$ cat src/rtl/cobi_pkg.sv
// Shared types and helpers for the COBI scan-chain readout engine.
package cobi_pkg;

  localparam int CHIP_SCAN_BITS = 504;

  typedef enum logic [2:0] {
    S_IDLE,
    S_SAMPLE,
    S_GAP,
    S_SHIFT_HI,
    S_SHIFT_LO,
    S_DONE
  } scan_state_e;

  // Width of a counter holding 0..n-1, never narrower than one bit.
  function automatic int clog2_min1(input int n);
    return (n <= 2) ? 1 : $clog2(n);
  endfunction

endpackage

$ cat src/rtl/scan_phase_timer.sv
// Loadable down-counter; last is high on the final cycle of a loaded phase.
module scan_phase_timer
  import cobi_pkg::*;
#(
  parameter int MAX_COUNT = 4,
  localparam int W = clog2_min1(MAX_COUNT)
) (
  input  logic         clk,
  input  logic         rst_n,
  input  logic         load,
  input  logic [W-1:0] load_val,
  output logic         last
);

  logic [W-1:0] cnt;

  // load_val is phase length minus one, so the phase spans load_val+1 cycles.
  always_ff @(posedge clk) begin
    if (!rst_n)          cnt <= '0;
    else if (load)       cnt <= load_val;
    else if (cnt != '0)  cnt <= cnt - 1'b1;
  end

  assign last = (cnt == '0);

endmodule

$ cat src/rtl/scan_chain_ctrl.sv
// Multi-sample scan-chain readout: drives sample/scanout clocks and emits one
// NUM_CHAINS-bit BRAM write per shifted bit, addressed {sample_idx, bit_addr}.
module scan_chain_ctrl
  import cobi_pkg::*;
#(
  parameter int NUM_CHAINS       = 4,
  parameter int SCAN_CHAIN_DEPTH = 2 * CHIP_SCAN_BITS,
  parameter int HALF_PERIOD      = 2,
  parameter int SAMPLE_PULSE     = 4,
  parameter int MAX_SAMPLES      = 16,
  localparam int BW = clog2_min1(SCAN_CHAIN_DEPTH),
  localparam int SW = clog2_min1(MAX_SAMPLES)
) (
  input  logic                  clk,
  input  logic                  rst_n,
  input  logic                  start,
  input  logic [SW:0]           num_samples,
  input  logic                  abort,
  input  logic [NUM_CHAINS-1:0] scanout_data,
  output logic                  ready,
  output logic                  busy,
  output logic                  sample_clk,
  output logic                  scanout_clk,
  output logic                  out_valid,
  output logic [NUM_CHAINS-1:0] out_data,
  output logic [BW-1:0]         bit_addr,
  output logic [SW-1:0]         sample_idx,
  output logic                  done
);

  localparam int TMAX = (SAMPLE_PULSE > HALF_PERIOD) ? SAMPLE_PULSE : HALF_PERIOD;
  localparam int TW   = clog2_min1(TMAX);
  localparam logic [TW-1:0] SP_LD      = TW'(SAMPLE_PULSE - 1);
  localparam logic [TW-1:0] HP_LD      = TW'(HALF_PERIOD - 1);
  localparam logic [BW-1:0] LAST_SHIFT = BW'((SCAN_CHAIN_DEPTH > 1) ? SCAN_CHAIN_DEPTH - 2 : 0);
  localparam logic [SW:0]   MAX_NS     = (SW+1)'(MAX_SAMPLES);

  scan_state_e   state;
  logic [BW-1:0] bit_cnt;
  logic [SW-1:0] cur_idx;
  logic [SW-1:0] ns_q;
  logic [SW-1:0] ns_last;
  logic          accept;
  logic          eos;
  logic          more;
  logic          tmr_load;
  logic          tmr_last;
  logic [TW-1:0] tmr_val;

  // Stored as the index of the final sample, after clamping to 1..MAX_SAMPLES.
  always_comb begin
    ns_last = '0;
    if (num_samples == '0)         ns_last = '0;
    else if (num_samples > MAX_NS) ns_last = SW'(MAX_SAMPLES - 1);
    else                           ns_last = SW'(num_samples - 1'b1);
  end

  assign accept = start && !abort;
  assign more   = (cur_idx != ns_q);
  assign eos    = tmr_last &&
                  (((state == S_GAP) && (SCAN_CHAIN_DEPTH == 1)) ||
                   ((state == S_SHIFT_LO) && (bit_cnt == LAST_SHIFT)));

  // Every phase boundary reloads the timer for the phase about to begin.
  always_comb begin
    tmr_load = (state == S_IDLE) ? accept : tmr_last;
    tmr_val  = ((state == S_IDLE) || (eos && more)) ? SP_LD : HP_LD;
  end

  scan_phase_timer #(.MAX_COUNT(TMAX)) u_timer (
    .clk      (clk),
    .rst_n    (rst_n),
    .load     (tmr_load),
    .load_val (tmr_val),
    .last     (tmr_last)
  );

  always_ff @(posedge clk) begin
    if (!rst_n) begin
      state       <= S_IDLE;
      ready       <= 1'b1;
      busy        <= 1'b0;
      sample_clk  <= 1'b0;
      scanout_clk <= 1'b0;
      out_valid   <= 1'b0;
      out_data    <= '0;
      bit_addr    <= '0;
      sample_idx  <= '0;
      done        <= 1'b0;
      bit_cnt     <= '0;
      cur_idx     <= '0;
      ns_q        <= '0;
    end else begin
      out_valid <= 1'b0;
      done      <= 1'b0;
      if ((state != S_IDLE) && abort) begin
        state       <= S_IDLE;
        ready       <= 1'b1;
        busy        <= 1'b0;
        sample_clk  <= 1'b0;
        scanout_clk <= 1'b0;
      end else begin
        case (state)
          S_IDLE: begin
            if (accept) begin
              state      <= S_SAMPLE;
              ready      <= 1'b0;
              busy       <= 1'b1;
              sample_clk <= 1'b1;
              cur_idx    <= '0;
              bit_cnt    <= '0;
              ns_q       <= ns_last;
            end
          end
          S_SAMPLE: begin
            if (tmr_last) begin
              state      <= S_GAP;
              sample_clk <= 1'b0;
            end
          end
          S_GAP, S_SHIFT_LO: begin
            if (tmr_last) begin
              out_valid  <= 1'b1;
              out_data   <= scanout_data;
              sample_idx <= cur_idx;
              if (state == S_GAP) begin
                bit_addr <= '0;
              end else begin
                bit_addr <= bit_cnt + 1'b1;
                bit_cnt  <= bit_cnt + 1'b1;
              end
              if (eos && more) begin
                // Next sample starts immediately; its pulse overlaps this write.
                state      <= S_SAMPLE;
                sample_clk <= 1'b1;
                cur_idx    <= cur_idx + 1'b1;
                bit_cnt    <= '0;
              end else if (eos) begin
                state <= S_DONE;
                done  <= 1'b1;
              end else begin
                state       <= S_SHIFT_HI;
                scanout_clk <= 1'b1;
              end
            end
          end
          S_SHIFT_HI: begin
            if (tmr_last) begin
              state       <= S_SHIFT_LO;
              scanout_clk <= 1'b0;
            end
          end
          S_DONE: begin
            state <= S_IDLE;
            ready <= 1'b1;
            busy  <= 1'b0;
          end
          default: begin
            state <= S_IDLE;
            ready <= 1'b1;
            busy  <= 1'b0;
          end
        endcase
      end
    end
  end

endmodule

$ cat config.mk
export PLATFORM = sky130hd
export DESIGN_NAME = scan_chain_ctrl
export DESIGN_NICKNAME = d
export VERILOG_FILES = /design/src/rtl/cobi_pkg.sv /design/src/rtl/scan_phase_timer.sv /design/src/rtl/scan_chain_ctrl.sv
export SDC_FILE = /design/constraint.sdc
export NUM_CORES = 1
export LEC_CHECK = 0
export CAP_MARGIN = 0
export CELL_PAD_IN_SITES_DETAIL_PLACEMENT = 0
export CELL_PAD_IN_SITES_GLOBAL_PLACEMENT = 1
export CORE_ASPECT_RATIO = 0.8
export CORE_UTILIZATION = 43
export DETAILED_ROUTE_END_ITERATION = 16
export GPL_TIMING_DRIVEN = 1
export HOLD_SLACK_MARGIN = 0.02
export PLACE_DENSITY_LB_ADDON = 0.1
export RECOVER_POWER = 50
export SYNTH_ARGS = -nofsm -noshare
export SYNTH_HDL_FRONTEND = slang
export SYNTH_SLANG_ARGS = --single-unit
export TNS_END_PERCENT = 30
$ cat constraint.sdc
create_clock -name clk -period 5.7 [get_ports clk]
set_clock_uncertainty 0.1 [all_clocks]
set_input_delay 1.14 -clock clk [delete_from_list [all_inputs] [get_ports clk]]
set_output_delay 1.14 -clock clk [all_outputs]
set_load 0.03 [all_outputs]
==> out/qor.csv, run 1 <==
metric,value,unit
setup tns final,0,ns
DRC,0,
WP data arrival,3.49,ns
P_leak,1.06,nW
largest net degree at the start of global routing,31,
Critical path origin,abort,
CTS Root Cell,clkbuf_8,
Post-synth EDFFs,0,
slowest CP cell,dlygate4sd3_1,
Final Hold Vio Count,0,
Die Ht,69.0,um
I/O Pins,37,
Synth warnings,0,
Avg Inst Size Synth,8.20,um^2
Synth Area in XOR/XNOR,4.72,%
HP Class,flip-flop to flip-flop,
multiplexer area fraction after synthesis,0.882,%
DR iter-0 viols,144,
post_cts resized,0,
"Power, Total",974,uW
crit path cell chain,dlygate4sd3_1 -> nor3_1 -> nand2_1 -> nor3_1 -> nand3_1 -> o21ai_0,
post-synthesis cell count,294,
Power Dens Cells,339,nW/um^2
core area,5210,um^2
vias in the first global route,1934,
Worst setup SP type,primary input,
Synth area leaders,"dfxtp_1, nand2_1, o21ai_0",
maximum root-to-sink buffer count,2,
I/O Buffers,36,
clock slew at reported path FFs,0.09,ns
RSZ-0062 raised after global routing,false,
Post-CTS Setup Inserts,0,
synthesized area,2410,um^2
Routed WL,5.45,mm
synthesis-to-finish area growth,19.0,%
Rel. slew slack,30.3,%
total clock buffers created by CTS,5,
#FFs+latches synth,47,
run status,completed,
CP peak stage delay,0.66,ns
Via density,5.30,
remaining global-route overflow,0,
Max Slew Vio Count,0,
WP buf/inv,1,
VDD IR max,0.141,mV
DP Wirelength,3.84,mm
largest family of logic cells by synthesized area,simple AND/OR/NAND/NOR gates,
Unique masters post-synth,53,
Pre-antenna DRT Iters,4,
initial antenna violation count,0,
Placement Rows,23,
crit end category,flip-flop,
first-pass GRT wire length,9.45,mm
ANT nets after route,0,
fin crit period,3.35,ns
Vias,2099,
Hold Path Origin,u_timer.cnt[0],
Final Setup Violations,0,
H-tree Lvls,2,
CTS tree,done,
Async SR Flop Fraction,0,%
Starting Density,46.3,%
Crit Path Max Fanout,12,
compound-cell area share of the yosys netlist,21.6,%
reg2reg start,u_timer.cnt[0],
GR Util All Layers,20.7,%
dominant cell type by area after synthesis,dfxtp_1,
Simple-Gate Fraction of Synth Area,25.5,%
Final GP Congestion,0.813,
Routed wire per std cell,13.8,um
Synth top area share,39.0,%
"Top cell by count, worst path",nor3_1,
die area,5910,um^2
chip width,85.7,um
layout net count,338,
part of the cycle the worst path needs,58.9,%
clk_lat worst skew,0.31,ns
Slew @ Worst Pin,1.05,ns
adder-cell area share of the yosys netlist,3.01,%
ys flop type,dfxtp_1,
Setup CP Type,primary input to flip-flop,
syn nets,312,
ANT cells,0,
cell family with most CP delay,simple AND/OR/NAND/NOR gates,
FMAX,0.298,GHz
clock sink count,47,
sequential share of the synthesized area,39.0,%
Critical Path RT,5.84,ns
cts-stage hold buffer count,0,
# Max-Cap Violations,0,
layout cell share with drive strength beyond 1,4.98,%
[per-layer routing]
metal / track usage (%) / vias up / part of all wire (%)
li1: - / 1090 / -
met1: 29.6 / 950 / 55
met2: 31.4 / 51 / 40
met3: 3.69 / 8 / 3.6
met4: 7.50 / 0 / 1.5
met5: 0 / - / 0
[worst reg2reg max path: stages, from the launching register on]
cell and delay [ns]:
dfxtp_1 0.33, inv_1 0.05, ha_1 0.48, mux2_2 0.25, nand2_1 0.26, nor3_1 0.65
nand3_1 0.25, o21ai_0 0.24
[sequential cells by signal, indices dropped and copies added, names as in the netlist, 2 cells and up]
| name | flops |
|---|---|
| bit_addr | 10 |
| u_timer.cnt | 2 |
| bit_cnt | 10 |
| out_data | 4 |
| state | 3 |
| ns_q | 4 |
| cur_idx | 4 |
| sample_idx | 4 |
[cell type report]
| class | instances | area [um^2] |
|---|---|---|
| Fill cell | 517 | 2340 |
| Multi-Input combinational cell | 219 | 1350 |
| Sequential cell | 47 | 941 |
| Timing Repair Buffer | 37 | 364 |
| Tap cell | 75 | 93.8 |
| Clock buffer | 5 | 68.8 |
| Inverter | 10 | 37.5 |
| Clock inverter | 3 | 20.0 |
[Yosys cell counts, types with 5 or more instances]
| cell type | number |
|---|---|
| xnor2_1 | 7 |
| ha_1 | 5 |
| nand2_1 | 32 |
| clkbuf_1 | 11 |
| nor2b_1 | 14 |
| dfxtp_1 | 47 |
| nor2_1 | 23 |
| inv_1 | 10 |
| nand3_1 | 15 |
| a21oi_1 | 15 |
| a21boi_0 | 13 |
| xor2_1 | 6 |
| nor3_1 | 7 |
| a22oi_1 | 6 |
| o21ai_0 | 23 |
[report_power, final]
group / internal [mW] / leakage, nW / total, mW / switching [mW]
sequential: 0.364 / 0.381 / 0.424 / 0.0601
combinational: 0.127 / 0.643 / 0.346 / 0.219
clock: 0.0855 / 0.0402 / 0.204 / 0.119
[cell families (layout without fill, tap and decap cells)]
kind of cell / count (synthesis) / in the layout
adder cells (fa/ha/maj): 6 / 6
AND/OR/NAND/NOR: 118 / 118
AO/OA/AOI/OAI: 80 / 80
XOR/XNOR: 13 / 13
multiplexers: 2 / 2
flip-flops: 47 / 47
buffers and inverters: 28 / 55
[placed cells by master (no fill, tap or decap), types with 4 or more instances in the layout]
master           netlist  layout
nand4_1                4       4
nor2b_1               14      14
a21boi_0              13      13
a21oi_1               15      15
xnor2_1                7       7
and2_1                 4       4
xor2_1                 6       6
nor3_1                 7       7
dlygate4sd3_1          0      26
nand3_1               15      15
clkbuf_8               0       5
clkdlybuf4s50_1        0      10
dfxtp_1               47      47
nor2_1                23      23
nand2_1               32      32
inv_1                 10      10
o21ai_0               23      23
a22oi_1                6       6
ha_1                   5       5
[path summary, 6_finish.rpt]
path / to / slack, ns / depth (start not counted)
min reg2reg: u_timer.cnt[0] / 0.36 / 1
max: bit_cnt[9] / 2.35 / 6
max reg2reg: bit_cnt[9] / 3.02 / 7
min: u_timer.cnt[0] / 0.36 / 1
[metrics by stage]
| stage | setup slack (ns) | hold slack, ns | util (%) | std cells | instance area (um^2) |
|---|---|---|---|---|---|
| finish | 2.35 | 0.356 | 55.1 | 396 | 2870 |
| detailed placement | 2.11 | 0.349 | 53.5 | 388 | 2790 |
| CTS | 2.46 | 0.362 | 55.2 | 396 | 2870 |
| global placement | 2.25 | 0.345 | 53.5 | 388 | 2790 |
| global route | 2.06 | 0.401 | 55.1 | 396 | 2870 |
| floorplan | 3.22 | 0.322 | - | 294 | 2410 |
(Power assumes the default switching activity.)
==> run 2: changes to the inputs <==
- CORE_UTILIZATION: 43 -> 40
- clock period: 5.7 -> 3.52 ns (I/O delays scaled with it)
==> run 2 against run 1 <==
Against the previous run: clock power rose by 130%; critical path type unchanged; first-iteration DRC count rose by 51%; die area rose by 7.3%; hold slack barely moved; via count rose by 1.7%; sequential cell count did not move; worst setup slack got worse by 1.3 ns; sequential share of layout area fell by 0.79 points; wire length rose by 2.3%; core utilization fell by 2.7 points; sequential power rose by 62%; combinational power rose by 61%; highest routed layer unchanged.
==> out/qor.csv, run 2 (synthesis gave the netlist of run 1 again) <==
metric,value,unit,change
run status,completed,,
chip width,88.8,um,+3.6%
CTS tree,done,,
setup tns final,0,ns,unchanged
I/O Buffers,36,,unchanged
# Max-Cap Violations,0,,unchanged
Power Dens Cells,582,nW/um^2,+71%
maximum root-to-sink buffer count,2,,unchanged
Via density,5.30,,about the same
synthesis-to-finish area growth,22.0,%,
crit end category,flip-flop,,
Routed WL,5.57,mm,+2.3%
Routed wire per std cell,13.8,um,+0.50%
die area,6340,um^2,+7.3%
CP peak stage delay,0.67,ns,about the same
fin crit period,2.46,ns,
FMAX,0.406,GHz,
Placement Rows,24,,+4.3%
Die Ht,71.4,um,+3.6%
RSZ-0062 raised after global routing,false,,
total clock buffers created by CTS,5,,unchanged
clk_lat worst skew,0.30,ns,about the same
Regs by FF count,"bit_addr: 10 flops, bit_cnt: 10 flops",,
FF-to-FF setup slack,1.08,ns,-1.94 ns
Hold Path Origin,u_timer.cnt[0],,
P_leak,1.11,nW,+4.1%
ANT nets after route,0,,unchanged
crit path cell chain,dlygate4sd3_1 -> nor3_1 -> nand2_1 -> o2bb2ai_1 -> and2_1,,
initial antenna violation count,0,,unchanged
DP Wirelength,3.88,mm,+1.2%
Starting Density,42.9,%,-3.4 points
Reg-to-Reg End,cur_idx[2],,
reg2reg start,state[2],,
vias in the first global route,1937,,+0.16%
Worst setup SP type,primary input,,
most frequent cells in the layout,"dfxtp_1, nand2_1, dlygate4sd3_1",,
CTS Root Cell,clkbuf_8,,
Vias,2134,,+1.7%
I/O Pins,37,,unchanged
cts-stage hold buffer count,0,,unchanged
WP data arrival,2.57,ns,-0.92 ns
clock slew at reported path FFs,0.09,ns,about the same
Pre-antenna DRT Iters,4,,unchanged
Critical Path RT,3.63,ns,-2.21 ns
DR iter-0 viols,217,,+51%
Final GP Congestion,0.825,,+1.4%
Rel. slew slack,52.7,%,+22 points
post_cts resized,0,,unchanged
core area,5620,um^2,+7.8%
reg2reg path depth,5,,-2
slowest CP cell,dlygate4sd3_1,,
Hold Crit Depth,1,,unchanged
dpl cells,395,,+1.8%
Post-CTS Setup Inserts,0,,unchanged
Critical path origin,abort,,
GR Util All Layers,19.2,%,-1.6 points
"commonest non-fill, non-tap cell in the layout",dfxtp_1,,
Slew @ Worst Pin,0.709,ns,-0.337 ns
largest net degree at the start of global routing,22,,-29%
first-pass GRT wire length,9.47,mm,+0.21%
part of the cycle the worst path needs,70.0,%,
DRC,0,,unchanged
HP Class,flip-flop to flip-flop,,
ANT cells,0,,unchanged
Final Setup Violations,0,,unchanged
Crit Path Max Fanout,17,,+5
clock sink count,47,,unchanged
Hold Path Sink,u_timer.cnt[0],,
layout cell share with drive strength beyond 1,5.54,%,+0.55 points
Layout Cells excl Fill,403,,+1.8%
Max Slew Vio Count,0,,unchanged
H-tree Lvls,2,,unchanged
layout net count,342,,+1.2%
remaining global-route overflow,0,,unchanged
Setup CP Type,primary input to flip-flop,,
Final Hold Vio Count,0,,unchanged
VDD IR max,0.184,mV,+31%
run 2: cell count changes in the layout (fill, tap and decap cells not counted):
cell             before  now
clkinv_2              1    0
nor4_1                0    1
clkinvlp_4            2    0
clkbuf_1              1    2
dlygate4sd3_1        26   25
bufinv_16             0    2
buf_4                 0    4
nor4_2                1    0
clkdlybuf4s50_1      10   11
run 2: metal layers:
layer	vias up	GRT usage, %	wire length [um]
met4	0	5.38	65
met3	8	3.69	241
met5	-	0	0
li1	1108	-	-
met2	54	27.6	2300
met1	964	28.9	2960
run 2: per-stage QoR:
step	hold slack (ns)	power (mW)	setup WS (ns)	util, %	cell area (um^2)
after floorplan	0.322	1.11	1.48	-	2410
after global placement	0.340	1.27	0.814	50.2	2820
after detailed placement	0.349	1.27	0.801	50.2	2820
after CTS	0.361	1.74	1.09	52.6	2950
after global routing	0.397	1.83	0.835	52.4	2940
final	0.356	1.71	1.06	52.4	2940
run 2: worst max-delay path by stage:
stage               slack, ns  cells after the start          end
CTS                      1.09                      5  bit_addr[6]
finish                   1.06                      5  bit_addr[6]
floorplan                1.48                      6   bit_cnt[6]
detailed placement       0.80                      5  bit_addr[6]
global placement         0.81                      5  bit_addr[6]
global route             0.83                      5  bit_addr[6]
run 2: worst max-delay path: cells and delay by family:
kind,cells,cell delay (ns)
simple gates,3,0.94
compound gates,1,0.26
buf+inv,1,0.67
run 2: power by group:
group	internal (mW)	total [mW]	switching [mW]
Combinational	0.212	0.558	0.345
Clock	0.284	0.467	0.183
Sequential	0.590	0.686	0.0967
Total	1.09	1.71	0.626
run 2: layout make-up:
class | count | area (um^2)
Multi-Input combinational cell | 219 | 1340
Inverter | 10 | 37.5
Tap cell | 78 | 97.6
Sequential cell | 47 | 941
Timing Repair Buffer | 41 | 394
Clock buffer | 6 | 72.6
Clock inverter | 2 | 60.1
Fill cell | 575 | 2670
==> run 3: changes to the inputs <==
- clock period: 3.52 -> 2.5 ns (I/O delays scaled with it)
==> run 3 against run 2 <==
Against the previous run: hold slack about the same; final area rose by 2.0%; largest cell class unchanged; count of clock-buffer cells in the layout did not move; sequential cell count stayed put; highest routed layer unchanged.
==> out/qor.csv, run 3 (synthesis gave the netlist of run 1 again) <==
metric,value,unit,change
Int Pwr,1.59,mW,+47%
chip width,88.8,um,unchanged
layout cell share with drive strength beyond 1,7.25,%,+1.7 points
Final GP Congestion,0.809,,-2.0%
DRC,0,,unchanged
GR Util All Layers,19.4,%,+0.24 points
Final Util,53.4,%,+1.0 points
RSZ-0062 raised after global routing,false,,
clock slew at reported path FFs,0.09,ns,about the same
first-pass GRT wire length,9.49,mm,+0.22%
layout net count,348,,+1.8%
P_leak,1.13,nW,+2.3%
Pre-antenna DRT Iters,4,,unchanged
sw frac,35.8,%,-0.76 points
P_sw,889,uW,+42%
ANT cells,0,,unchanged
setup tns final,0,ns,unchanged
setup ws final,0.334,ns,-0.722 ns
most frequent cells in the layout,"dfxtp_1, nand2_1, o21ai_0, nor2_1, dlygate4sd3_1",,
"commonest non-fill, non-tap cell in the layout",dfxtp_1,,
WP buf/inv,1,,unchanged
Slew @ Worst Pin,0.548,ns,-0.161 ns
vias in the first global route,1950,,+0.67%
Power Dens Cells,828,nW/um^2,+42%
post_cts resized,0,,unchanged
clock sink count,47,,unchanged
Via density,5.29,,about the same
die area,6340,um^2,unchanged
core area,5620,um^2,unchanged
remaining global-route overflow,0,,unchanged
Die Ht,71.4,um,unchanged
Worst setup SP type,flip-flop,,
CP peak stage delay,0.40,ns,-0.27 ns
ANT nets after route,0,,unchanged
synthesis-to-finish area growth,24.4,%,
HP Class,flip-flop to flip-flop,,
Max Slew Vio Count,0,,unchanged
power share of the sequential group,35.6,%,-4.5 points
Routed WL,5.53,mm,-0.72%
I/O Pins,37,,unchanged
Clock power frac,26.4,%,-0.9 points
Post-CTS Setup Inserts,0,,unchanged
dpl cells,401,,+1.5%
cell family with most CP delay,simple AND/OR/NAND/NOR gates,,
VDD IR max,0.347,mV,+89%
Final Setup Violations,0,,unchanged
Setup CP Type,flip-flop to flip-flop,,
Layout Cells excl Fill,409,,+1.5%
Routed wire per std cell,13.5,um,-2.2%
slowest CP cell,nor4_4,,
I/O Buffers,36,,unchanged
clk_lat worst skew,0.30,ns,about the same
cell area after layout,3000,um^2,+2.0%
hold slack,0.356,ns,+0.000290 ns
total clock buffers created by CTS,5,,unchanged
dpl cell area,2880,um^2,+2.0%
# Max-Cap Violations,0,,unchanged
maximum root-to-sink buffer count,2,,unchanged
Final Hold Vio Count,0,,unchanged
initial antenna violation count,0,,unchanged
WP data arrival,2.30,ns,-0.27 ns
combinational power share,38.0,%,+5.4 points
Vias,2165,,+1.5%
DP Wirelength,3.88,mm,-0.13%
# fillers,567,,-1.4%
Placement Rows,24,,unchanged
Regs by FF count,"bit_addr: 10 flops, bit_cnt: 10 flops",,
Starting Density,42.9,%,unchanged
run status,completed,,
Rel. slew slack,63.3,%,+11 points
crit path cell chain,inv_1 -> ha_1 -> nand4b_1 -> nor4_4 -> nand2_2 -> or3_1 -> a21oi_1,,
Critical Path RT,2.63,ns,-1.00 ns
Crit Path Max Fanout,11,,-6
pre-CTS setup slack,0.166,ns,-0.635 ns
FMAX,0.462,GHz,
crit end category,flip-flop,,
CTS Root Cell,clkbuf_8,,
cts-stage hold buffer count,0,,unchanged
"Power, Total",2.48,mW,+45%
largest net degree at the start of global routing,48,,+120%
fin crit period,2.17,ns,
part of the cycle the worst path needs,86.6,%,
CTS tree,done,,
H-tree Lvls,2,,unchanged
DR iter-0 viols,111,,-49%
[run 3: cell types whose count changed in the layout (fill, tap and decap cells not counted)]
cell             delta
and2_1              -1
and2_0              +1
buf_4               +5
buf_12              +1
dlygate4sd3_1       -3
clkdlybuf4s50_1     +3
[run 3: path summary, 6_finish.rpt]
kind / start / end / slack (ns) / cells after the start
max: bit_cnt[0] / cur_idx[2] / 0.33 / 7
min: u_timer.cnt[0] / u_timer.cnt[0] / 0.36 / 1
max reg2reg: bit_cnt[0] / cur_idx[2] / 0.33 / 7
min reg2reg: u_timer.cnt[0] / u_timer.cnt[0] / 0.36 / 1
[run 3: final cells by class]
| class | count | area [um^2] | area share, % |
|---|---|---|---|
| inverters | 10 | 37.5 | 1.25 |
| repair buffers | 47 | 452 | 15.1 |
| flip-flops and latches | 47 | 941 | 31.4 |
| clock inverters | 2 | 60.1 | 2.00 |
| well taps | 78 | 97.6 | 3.25 |
| clock buffers | 6 | 72.6 | 2.42 |
| multi-input cells | 219 | 1340 | 44.6 |
[run 3: routing by layer]
layer  share of wire (%)  vias up  wire, um  global-route usage (%)
li1                    -     1113         -                       -
met2                  41       46      2260                    28.5
met3                 4.2        2       232                    3.80
met4                0.34        0        19                    4.30
met1                  55     1004      3030                    29.2
met5                   0        -         0                       0
[run 3: power groups by stage]
stage | logic [mW] | registers [mW] | clock network, mW
3_3_place_gp | 0.952 | 0.903 | 0
5_1_grt | 1.06 | 0.894 | 0.704
4_1_cts | 0.959 | 0.886 | 0.674
3_5_place_dp | 0.956 | 0.903 | 0
2_1_floorplan | 0.624 | 0.945 | 0
6_report | 0.945 | 0.884 | 0.655
